File: config.mk
export PLATFORM = sky130hd
export DESIGN_NAME = lcd_frame_reader
export DESIGN_NICKNAME = d
export VERILOG_FILES = /design/src/rtl/lcd_timing_pkg.sv /design/src/rtl/lcd_timing_gen.sv /design/src/rtl/lcd_frame_reader.sv
export SDC_FILE = /design/constraint.sdc
export NUM_CORES = 1
export LEC_CHECK = 0
export BUFFER_PORTS_ARGS = -buffer_cell sky130_fd_sc_hd__buf_2
export CAP_MARGIN = 10
export CORE_MARGIN = 3
export CORE_UTILIZATION = 50
export DETAILED_ROUTE_END_ITERATION = 8
export PLACE_DENSITY = 0.77
export SYNTH_ARGS = -nofsm -noshare
export SYNTH_HDL_FRONTEND = slang
export SYNTH_SLANG_ARGS = --single-unit
export TNS_END_PERCENT = 100
File: constraint.sdc
create_clock -name iClk -period 4 [get_ports iClk]
set_input_delay 0.4 -clock iClk [delete_from_list [all_inputs] [get_ports iClk]]
set_output_delay 0.4 -clock iClk [all_outputs]
set_load 0.01 [all_outputs]
File: src/rtl/lcd_timing_pkg.sv
// Shared LCD timing and pixel-packing definitions.
// Holds the default 800x480 panel timing, the derived line/frame totals,
// the bit positions used to pack 30-bit RGB into two 16-bit SDRAM words
// (shared with the writer-side arbitrator), the reader FSM state type and
// the unpack helper.
package lcd_timing_pkg;

  // Default panel timing (line order and frame order: sync, back porch, active, front porch)
  localparam int LCD_H_ACTIVE = 800;
  localparam int LCD_H_FRONT  = 40;
  localparam int LCD_H_SYNC   = 1;
  localparam int LCD_H_BACK   = 215;
  localparam int LCD_V_ACTIVE = 480;
  localparam int LCD_V_FRONT  = 10;
  localparam int LCD_V_SYNC   = 1;
  localparam int LCD_V_BACK   = 34;
  localparam int LCD_H_TOTAL  = LCD_H_SYNC + LCD_H_BACK + LCD_H_ACTIVE + LCD_H_FRONT;
  localparam int LCD_V_TOTAL  = LCD_V_SYNC + LCD_V_BACK + LCD_V_ACTIVE + LCD_V_FRONT;

  // Packing: word1 = {pad, G[11:7], B[11:2]}, word2 = {pad, G[6:2], R[11:2]}
  localparam int PK_WORD_W    = 16;
  localparam int PK_COLOR_W   = 10;
  localparam int PK_COLOR_LSB = 0;
  localparam int PK_G_LSB     = 10;
  localparam int PK_G_W       = 5;

  typedef enum logic [0:0] {
    ST_IDLE = 1'b0,
    ST_RUN  = 1'b1
  } rd_state_t;

  typedef struct packed {
    logic [PK_COLOR_W-1:0] r;
    logic [PK_COLOR_W-1:0] g;
    logic [PK_COLOR_W-1:0] b;
  } rgb_t;

  localparam rgb_t RGB_BLANK = '{r: 10'h000, g: 10'h000, b: 10'h000};

  // Split a word pair back into R/G/B; the pad bit is not passed in.
  function automatic rgb_t lcd_unpack(input logic [PK_WORD_W-2:0] rd1,
                                      input logic [PK_WORD_W-2:0] rd2);
    rgb_t px;
    px.r = rd2[PK_COLOR_LSB +: PK_COLOR_W];
    px.b = rd1[PK_COLOR_LSB +: PK_COLOR_W];
    px.g = {rd1[PK_G_LSB +: PK_G_W], rd2[PK_G_LSB +: PK_G_W]};
    return px;
  endfunction

endpackage

File: src/rtl/lcd_timing_gen.sv
// LCD raster counters.
// Ports:
//   i_clk, i_rst_n  pixel clock, async active-low reset
//   i_run           advance counters; when low they hold (they rest at 0)
//   o_active        current position is inside the visible window
//   o_hsync_zone    current column is inside the hsync interval
//   o_vsync_zone    current line is inside the vsync interval
//   o_frame_end     last clock of the frame (hcnt, vcnt both at their final count)
module lcd_timing_gen #(
  parameter int H_ACTIVE = 800,
  parameter int H_FRONT  = 40,
  parameter int H_SYNC   = 1,
  parameter int H_BACK   = 215,
  parameter int V_ACTIVE = 480,
  parameter int V_FRONT  = 10,
  parameter int V_SYNC   = 1,
  parameter int V_BACK   = 34
) (
  input  logic i_clk,
  input  logic i_rst_n,
  input  logic i_run,
  output logic o_active,
  output logic o_hsync_zone,
  output logic o_vsync_zone,
  output logic o_frame_end
);

  localparam int H_TOTAL = H_SYNC + H_BACK + H_ACTIVE + H_FRONT;
  localparam int V_TOTAL = V_SYNC + V_BACK + V_ACTIVE + V_FRONT;
  localparam int HW = $clog2(H_TOTAL);
  localparam int VW = $clog2(V_TOTAL);

  localparam logic [HW-1:0] H_LAST  = HW'(H_TOTAL - 1);
  localparam logic [HW-1:0] H_SEND  = HW'(H_SYNC);
  localparam logic [HW-1:0] H_ABEG  = HW'(H_SYNC + H_BACK);
  localparam logic [HW-1:0] H_AEND  = HW'(H_SYNC + H_BACK + H_ACTIVE);
  localparam logic [HW-1:0] H_ONE   = HW'(1);
  localparam logic [VW-1:0] V_LAST  = VW'(V_TOTAL - 1);
  localparam logic [VW-1:0] V_SEND  = VW'(V_SYNC);
  localparam logic [VW-1:0] V_ABEG  = VW'(V_SYNC + V_BACK);
  localparam logic [VW-1:0] V_AEND  = VW'(V_SYNC + V_BACK + V_ACTIVE);
  localparam logic [VW-1:0] V_ONE   = VW'(1);

  logic [HW-1:0] r_hcnt;
  logic [VW-1:0] r_vcnt;
  logic          w_h_last;
  logic          w_v_last;

  assign w_h_last     = (r_hcnt == H_LAST);
  assign w_v_last     = (r_vcnt == V_LAST);
  assign o_frame_end  = w_h_last & w_v_last;
  assign o_hsync_zone = (r_hcnt < H_SEND);
  assign o_vsync_zone = (r_vcnt < V_SEND);
  assign o_active     = (r_hcnt >= H_ABEG) && (r_hcnt < H_AEND) &&
                        (r_vcnt >= V_ABEG) && (r_vcnt < V_AEND);

  // Raster counters; vcnt steps when hcnt wraps, both wrap together at frame end.
  always_ff @(posedge i_clk or negedge i_rst_n) begin
    if (!i_rst_n) begin
      r_hcnt <= {HW{1'b0}};
      r_vcnt <= {VW{1'b0}};
    end else if (i_run) begin
      if (w_h_last) begin
        r_hcnt <= {HW{1'b0}};
        r_vcnt <= w_v_last ? {VW{1'b0}} : (r_vcnt + V_ONE);
      end else begin
        r_hcnt <= r_hcnt + H_ONE;
      end
    end
  end

endmodule

File: src/rtl/lcd_frame_reader.sv
// LCD frame reader: pops word pairs from the two SDRAM read FIFOs, unpacks
// them to 10-bit RGB and drives 800x480 panel timing.
// Ports:
//   iClk, iRst_n            pixel clock, async active-low reset
//   iEnable                 display enable, only looked at on frame boundaries
//   iRd1_data, iRd2_data    FIFO words, valid the clock after oRd_req
//   iRd_empty               either FIFO empty
//   oRd_req                 read strobe to both FIFOs
//   oFrame_start            one-clock pulse on the first clock of every frame
//   oLCD_R/G/B              pixel data, zero outside data-enable
//   oLCD_HS, oLCD_VS        syncs, active low
//   oLCD_DE                 data enable, active high
//   oUnderflow              sticky starvation flag, cleared by oFrame_start
module lcd_frame_reader
  import lcd_timing_pkg::*;
#(
  parameter int H_ACTIVE = LCD_H_ACTIVE,
  parameter int H_FRONT  = LCD_H_FRONT,
  parameter int H_SYNC   = LCD_H_SYNC,
  parameter int H_BACK   = LCD_H_BACK,
  parameter int V_ACTIVE = LCD_V_ACTIVE,
  parameter int V_FRONT  = LCD_V_FRONT,
  parameter int V_SYNC   = LCD_V_SYNC,
  parameter int V_BACK   = LCD_V_BACK
) (
  input  logic        iClk,
  input  logic        iRst_n,
  input  logic        iEnable,
  input  logic [15:0] iRd1_data,
  input  logic [15:0] iRd2_data,
  input  logic        iRd_empty,
  output logic        oRd_req,
  output logic        oFrame_start,
  output logic [9:0]  oLCD_R,
  output logic [9:0]  oLCD_G,
  output logic [9:0]  oLCD_B,
  output logic        oLCD_HS,
  output logic        oLCD_VS,
  output logic        oLCD_DE,
  output logic        oUnderflow
);

  rd_state_t r_state;
  logic      r_frame_start;
  logic      w_active, w_hsync_zone, w_vsync_zone, w_frame_end;
  logic      w_run, w_pix, w_start;
  logic      r_de1, r_req1, r_hs1, r_vs1;
  logic      r_de2, r_hs2, r_vs2;
  logic      r_underflow;
  rgb_t      r_rgb;
  logic      w_unused;

  lcd_timing_gen #(
    .H_ACTIVE(H_ACTIVE), .H_FRONT(H_FRONT), .H_SYNC(H_SYNC), .H_BACK(H_BACK),
    .V_ACTIVE(V_ACTIVE), .V_FRONT(V_FRONT), .V_SYNC(V_SYNC), .V_BACK(V_BACK)
  ) u_timing (
    .i_clk        (iClk),
    .i_rst_n      (iRst_n),
    .i_run        (w_run),
    .o_active     (w_active),
    .o_hsync_zone (w_hsync_zone),
    .o_vsync_zone (w_vsync_zone),
    .o_frame_end  (w_frame_end)
  );

  // The pad bit of each word carries nothing.
  assign w_unused = iRd1_data[15] ^ iRd2_data[15];

  assign w_run   = (r_state == ST_RUN);
  assign w_pix   = w_run & w_active;
  // A starved pixel is skipped rather than stalled: timing never waits for data.
  assign oRd_req = w_pix & ~iRd_empty;

  // Frame start: leave idle once enabled with data waiting, or wrap a running frame while still enabled.
  always_comb begin
    w_start = 1'b0;
    case (r_state)
      ST_IDLE: w_start = iEnable & ~iRd_empty;
      ST_RUN:  w_start = w_frame_end & iEnable;
      default: w_start = 1'b0;
    endcase
  end

  // Reader FSM with the registered frame-start pulse; a disabled display still finishes its frame.
  always_ff @(posedge iClk or negedge iRst_n) begin
    if (!iRst_n) begin
      r_state       <= ST_IDLE;
      r_frame_start <= 1'b0;
    end else begin
      r_frame_start <= w_start;
      case (r_state)
        ST_IDLE: if (w_start) r_state <= ST_RUN;
        ST_RUN:  if (w_frame_end && !iEnable) r_state <= ST_IDLE;
        default: r_state <= ST_IDLE;
      endcase
    end
  end

  // Two-stage pipeline: stage 1 waits for FIFO data, stage 2 holds the unpacked pixel and delayed syncs/DE.
  always_ff @(posedge iClk or negedge iRst_n) begin
    if (!iRst_n) begin
      r_de1 <= 1'b0;
      r_req1 <= 1'b0;
      r_hs1 <= 1'b1;
      r_vs1 <= 1'b1;
      r_de2 <= 1'b0;
      r_hs2 <= 1'b1;
      r_vs2 <= 1'b1;
      r_rgb <= RGB_BLANK;
    end else begin
      r_de1  <= w_pix;
      r_req1 <= oRd_req;
      r_hs1  <= ~(w_run & w_hsync_zone);
      r_vs1  <= ~(w_run & w_vsync_zone);
      r_de2  <= r_de1;
      r_hs2  <= r_hs1;
      r_vs2  <= r_vs1;
      // Blank outside DE and on starved pixels (no word was popped for them).
      if (r_de1 && r_req1) begin
        r_rgb <= lcd_unpack(iRd1_data[14:0], iRd2_data[14:0]);
      end else begin
        r_rgb <= RGB_BLANK;
      end
    end
  end

  // Sticky underflow; the clear at frame start wins over a same-clock set.
  always_ff @(posedge iClk or negedge iRst_n) begin
    if (!iRst_n) begin
      r_underflow <= 1'b0;
    end else if (w_start) begin
      r_underflow <= 1'b0;
    end else if (w_pix && iRd_empty) begin
      r_underflow <= 1'b1;
    end
  end

  assign oFrame_start = r_frame_start;
  assign oLCD_R       = r_rgb.r;
  assign oLCD_G       = r_rgb.g;
  assign oLCD_B       = r_rgb.b;
  assign oLCD_HS      = r_hs2;
  assign oLCD_VS      = r_vs2;
  assign oLCD_DE      = r_de2;
  assign oUnderflow   = r_underflow;

endmodule

# ---- Word level (Yosys, flattened, before mapping)
# Cells that the tools add are included.
dict set report op_classes {
  add_sub_neg 2
  n_lt_le_gt_ge 6
  eq_ne 2
  mux 9
  n_bitwise 11
  n_reduce_logical 9
}
# operator count
set ops {}
lappend ops {{two-way mux 30 bit} 1}
lappend ops {{adder 11 x 1 -> 11 bit (second input constant)} 1}
lappend ops {{equality test 11 bit (second input constant)} 1}
lappend ops {{greater-or-equal comparator 11 x 8 -> 1 bit (second input constant)} 1}
lappend ops {{less-than comparator 11 x 1 -> 1 bit (second input constant)} 1}
lappend ops {{less-than comparator 11 x 10 -> 1 bit (second input constant)} 1}
lappend ops {{two-way mux 11 bit} 1}
lappend ops {{adder 10 x 1 -> 10 bit (second input constant)} 1}
lappend ops {{equality test 10 bit (second input constant)} 1}
lappend ops {{greater-or-equal comparator 10 x 6 -> 1 bit (second input constant)} 1}
lappend ops {{less-than comparator 10 x 1 -> 1 bit (second input constant)} 1}
lappend ops {{less-than comparator 10 bit (second input constant)} 1}
lappend ops {{two-way mux 10 bit} 1}
lappend ops {{bitwise AND 1 bit} 7}
lappend ops {{logical AND 1 bit} 6}
lappend ops {{two-way mux 1 bit} 4}
lappend ops {{NOT 1 bit} 4}
lappend ops {{case mux 1 bit (2 select lines)} 2}
lappend ops {{AND reduction 2 bit} 1}
lappend ops {{nonzero test 2 bit} 1}
lappend ops {{zero test 1 bit} 1}
dict set report word_totals {
  register_bits 61
  out_inout_bits 36
}

# ---- Logic depth before layout (Yosys ltp)
dict set report depth {
  word_depth 8
  mapped_depth 6
  ltp_nobuf 6
}

# ---- Modules after synthesis
# From an unflattened synthesis, not the netlist that was laid out.
dict set report unflattened {
  hier_cells 212
  hier_area_um2 2501.1
}
# mod instances cells_per_inst area_per_inst_um2 seq_area_each_um2
set modules_own_cells {}
lappend modules_own_cells {lcd_frame_reader 1 90 1291.2 1006.0}
lappend modules_own_cells {lcd_timing_gen 1 122 1209.9 525.5}

# ---- Least setup slack after synthesis
# No wires, ideal clock.
dict set report synth_path {
  kind {flip-flop to output port}
  from {register u_timing.r_vcnt[0]}
  to {output oRd_req}
  arrival_ns 1.484
  setup_slack_ns 2.116
  stages_incl_launch_ff 6
  cell_sequence {dfrtp_1 ha_1 nor4_1 and4b_1 o2111ai_1 nor2_1}
}
dict set report synth_between {
  elab_chain_len 5
}
# item line
set synth_lines {}
lappend synth_lines {{from (decl)} lcd_timing_gen.sv:45} ;# logic [VW-1:0] r_vcnt;
lappend synth_lines {{from (signal assigned)} lcd_timing_gen.sv:61} ;# r_vcnt <= {VW{1'b0}};
lappend synth_lines {{from (signal assigned)} lcd_timing_gen.sv:65} ;# r_vcnt <= w_v_last ? {VW{1'b0}} : (r_vcnt + V_ONE);
lappend synth_lines {{greater-or-equal comparator 10 x 6 -> 1 bit} lcd_timing_gen.sv:55} ;# (r_vcnt >= V_ABEG) && (r_vcnt < V_AEND);
lappend synth_lines {{logical AND 1 bit} lcd_timing_gen.sv:54} ;# assign o_active = (r_hcnt >= H_ABEG) && (r_hcnt < H_AEND) &&
lappend synth_lines {{logical AND 1 bit *} lcd_timing_gen.sv:55}
lappend synth_lines {{bitwise AND 1 bit *} lcd_frame_reader.sv:70} ;# assign w_pix = w_run & w_active;
lappend synth_lines {{bitwise AND 1 bit *} lcd_frame_reader.sv:72} ;# assign oRd_req = w_pix & ~iRd_empty;
lappend synth_lines {{to (decl)} lcd_frame_reader.sv:32} ;# output logic oRd_req,
# Mark *: on every way between the ends. The rest lies on a longest branch, timed or not.

# ---- Final worst setup path
# Ends and elaborated chain as after synthesis.

==> reports/qor.yml <==
global_route:
  grtUsageMet1_pct: 25.3
  grt_pass1_vias: 1804
  grt_busiest_layer: "met2"
  grt-ovfl-total: 0
  globalRouteMet2Util_pct: 28.4
  grt_use_met3_pct: 4.87
  antenna_found_initial: 0
  track_usage_pct: 18.9
  grt_pass1_wl_um: 8820
  grt_start_max_net_pins: 40
place:
  io_buffers: 69
  post-place-ws_ns: 1.90
  routabilityCongestion: 0.875
  post-dp-hpwl_um: 3680
cts:
  cts.htree.levels: 3
  cts_resized: 0
  cts_buffers: 9
  clk-insertion-delay-late_ns: 0.33
  cts_root_buf: "clkbuf_8"
  cts.clk_slew.worst_paths_ns: 0.07
  cts_max_path_buffers: 2
  cts_hold_buf: 0
  cts_setup_buffers: 0
  cts_tree: "yes"
  clock-sinks: 61
timing:
  layout_min_cycle_time_ns: 2.48
  fin_hold_ws_ns: 0.0447
  rsz0062_at_grt: "false"
  tightest_slew_ns: 0.690
  slew_violations: 0
  fmax_mhz: 403
  finalCritPeriodShare_pct: 62.0
  finalHoldViolations: 0
  fin_skew_ns: 0.00662
  timing.setup.tns_ns: 0
  max_slew_margin_pct: 54.0
  setup_viol: 0
  setup_ws_ns: 1.52
route:
  finalWirelength_um: 5200
  vias_per_cell: 5.22
  drcViolationCount: 0
  routedWlPerCell_um: 14.2
  drtIter0Drc: 135
  vias: 1905
  ant_nets: 0
  dr.pass1.iters: 4
die:
  start_util_pct: 52.9
  die_y_um: 77.4
  dieArea_um2: 5990
  core_area_um2: 4820
  die-width_um: 77.4
  ios: 72
  num_rows: 25
finish:
  drive_gt1_share_pct: 32.9
  multiInputGateArea_um2: 916
  area_growth_syn_to_layout_pct: 22.8
  fillCellCount: 393
  nets: 334
  seqCellArea_um2: 1530
  n_antenna_cell: 0
setup_path:
  cp-end-kind: "output pin"
  cp_cell_sequence: "ha_1 -> nor4_1 -> and4b_1 -> o2111ai_1 -> nor2_1 -> buf_2"
  cp.required_ns: 3.60
  cpPeakStageDelay_ns: 0.40
  critPathKind: "flop to output pin"
  crit_fanout: 4
  cp_slowest_cell: "dfrtp_1"
  crit_arrival_ns: 2.08
  worstSetupStartpointType: "flop"
pwr:
  power.density_nw_per_um2: 379
  leakagePower_uw: 0.00172
  vdd_ir_drop_max_mv: 0.154
status:
  status: "finished clean"
synth:
  syn_nets: 265
  yosysWarnings: 0
  synth_top_area_share_pct: 56.0
  synth.area.top_cells: "dfrtp_1, and3_1, dfstp_2"
  synth_flop_cell: "dfrtp_1"
  yosysSeqAreaShare_pct: 60.1
  synth_common_cells: "dfrtp_1, and3_1, nand2_1, inv_1, nand3_1"
  synth-edff-count: 0
  synth_top_area_cell: "dfrtp_1"
  synth.most_common_cell: "dfrtp_1"
  postSynthAreaPerCell_um2: 11.4
  ys_ff_latch: 61
  netlist_area_um2: 2550
  async_flop_share_pct: 100
  syn_inst: 224
  yosysUniqueCellTypes: 43
min_path:
  hold_path_class: "primary input to async pin"
flow_run:
  maxCapViolations: 0
## area by class of cell
class | count | area share, %
Clock buffer | 10 | 4.40
Multi-Input combinational cell | 139 | 29.3
Sequential cell | 61 | 48.9
Timing Repair Buffer | 70 | 11.3
Tap cell | 67 | 2.68
Inverter | 12 | 1.44
Clock inverter | 6 | 2.00
## routing by layer
layer	routed length [um]	share of wire, %
met1	2410	46
met5	0	0
met4	21	0.40
met2	2370	46
met3	393	7.6
## where the power goes
part,switching (uW),internal [uW],total [uW]
clock network,239,302,541
logic,15.8,11.9,27.7
registers,0.0000000410,617,617
total,255,931,1190
## flip-flops by register name (all words and copies together), names as in the netlist
register         flops
oFrame_start         1
oLCD_B              10
oLCD_DE              1
oLCD_G              10
oLCD_HS              1
oLCD_R              10
oLCD_VS              1
oUnderflow           1
r_de1                1
r_hs1                1
r_req1               1
r_state              1
r_vs1                1
u_timing.r_hcnt     11
u_timing.r_vcnt     10
## final timing paths
path / start / to / slack (ns) / cells after the start
max: u_timing.r_vcnt[0] / oRd_req / 1.52 / 6
min: iRst_n / oLCD_G[9] / 0.04 / 1
max reg2reg: u_timing.r_vcnt[0] / oUnderflow / 2.14 / 5
min reg2reg: r_hs1 / oLCD_HS / 0.36 / 0
max in group asynchronous: iRst_n / oLCD_HS / 3.08 / 2
min in group iClk: iRd_empty / r_req1 / 0.24 / 2
## per-stage QoR
stage                     std cells  instance area, um^2  utilization [%]  power (uW)
after floorplan                 224                 2550                -         629
after global placement          349                 2930             60.8         657
after detailed placement        349                 2930             60.8         657
after CTS                       365                 3130             65.0        1200
after global routing            365                 3130             65.0        1230
final                           365                 3130             65.0        1190
## kinds of logic after synthesis
kind of cell / count (synthesis) / synth area share [%]
buffers and inverters: 24 / 3.98
AO/OA/AOI/OAI: 28 / 6.92
AND/OR/NAND/NOR: 96 / 23.1
XOR/XNOR: 10 / 3.44
adder cells (fa/ha/maj): 5 / 2.45
flip-flops: 61 / 60.1
## placed cells by master, fill, tap and decap left out, drive strengths merged, types with 2 or more instances in the layout
master and n:
buf 70, dfrtp 57, and3 33, nand2 15, inv 12, clkbuf 10
nand3 10, o21ai 10, nor2 9, nand4 7, nor4 7, a31oi 6
xor2 5, xnor2 5, ha 5, dfstp 4, a21oi 3, clkinvlp 3
nor3 3, nor2b 2, and4 2, or3 2, clkinv 2, and2 2
## critical path, delay by kind of cell (launching register included)
family / cells / cell delay [ns]
DFF: 1 / 0.40
AOI/OAI and AO/OA: 1 / 0.16
adders and majority gates: 1 / 0.25
and+or+nand+nor: 3 / 0.79
buffers and inverters: 1 / 0.16
Note: power is estimated with default switching activity, not from simulation.
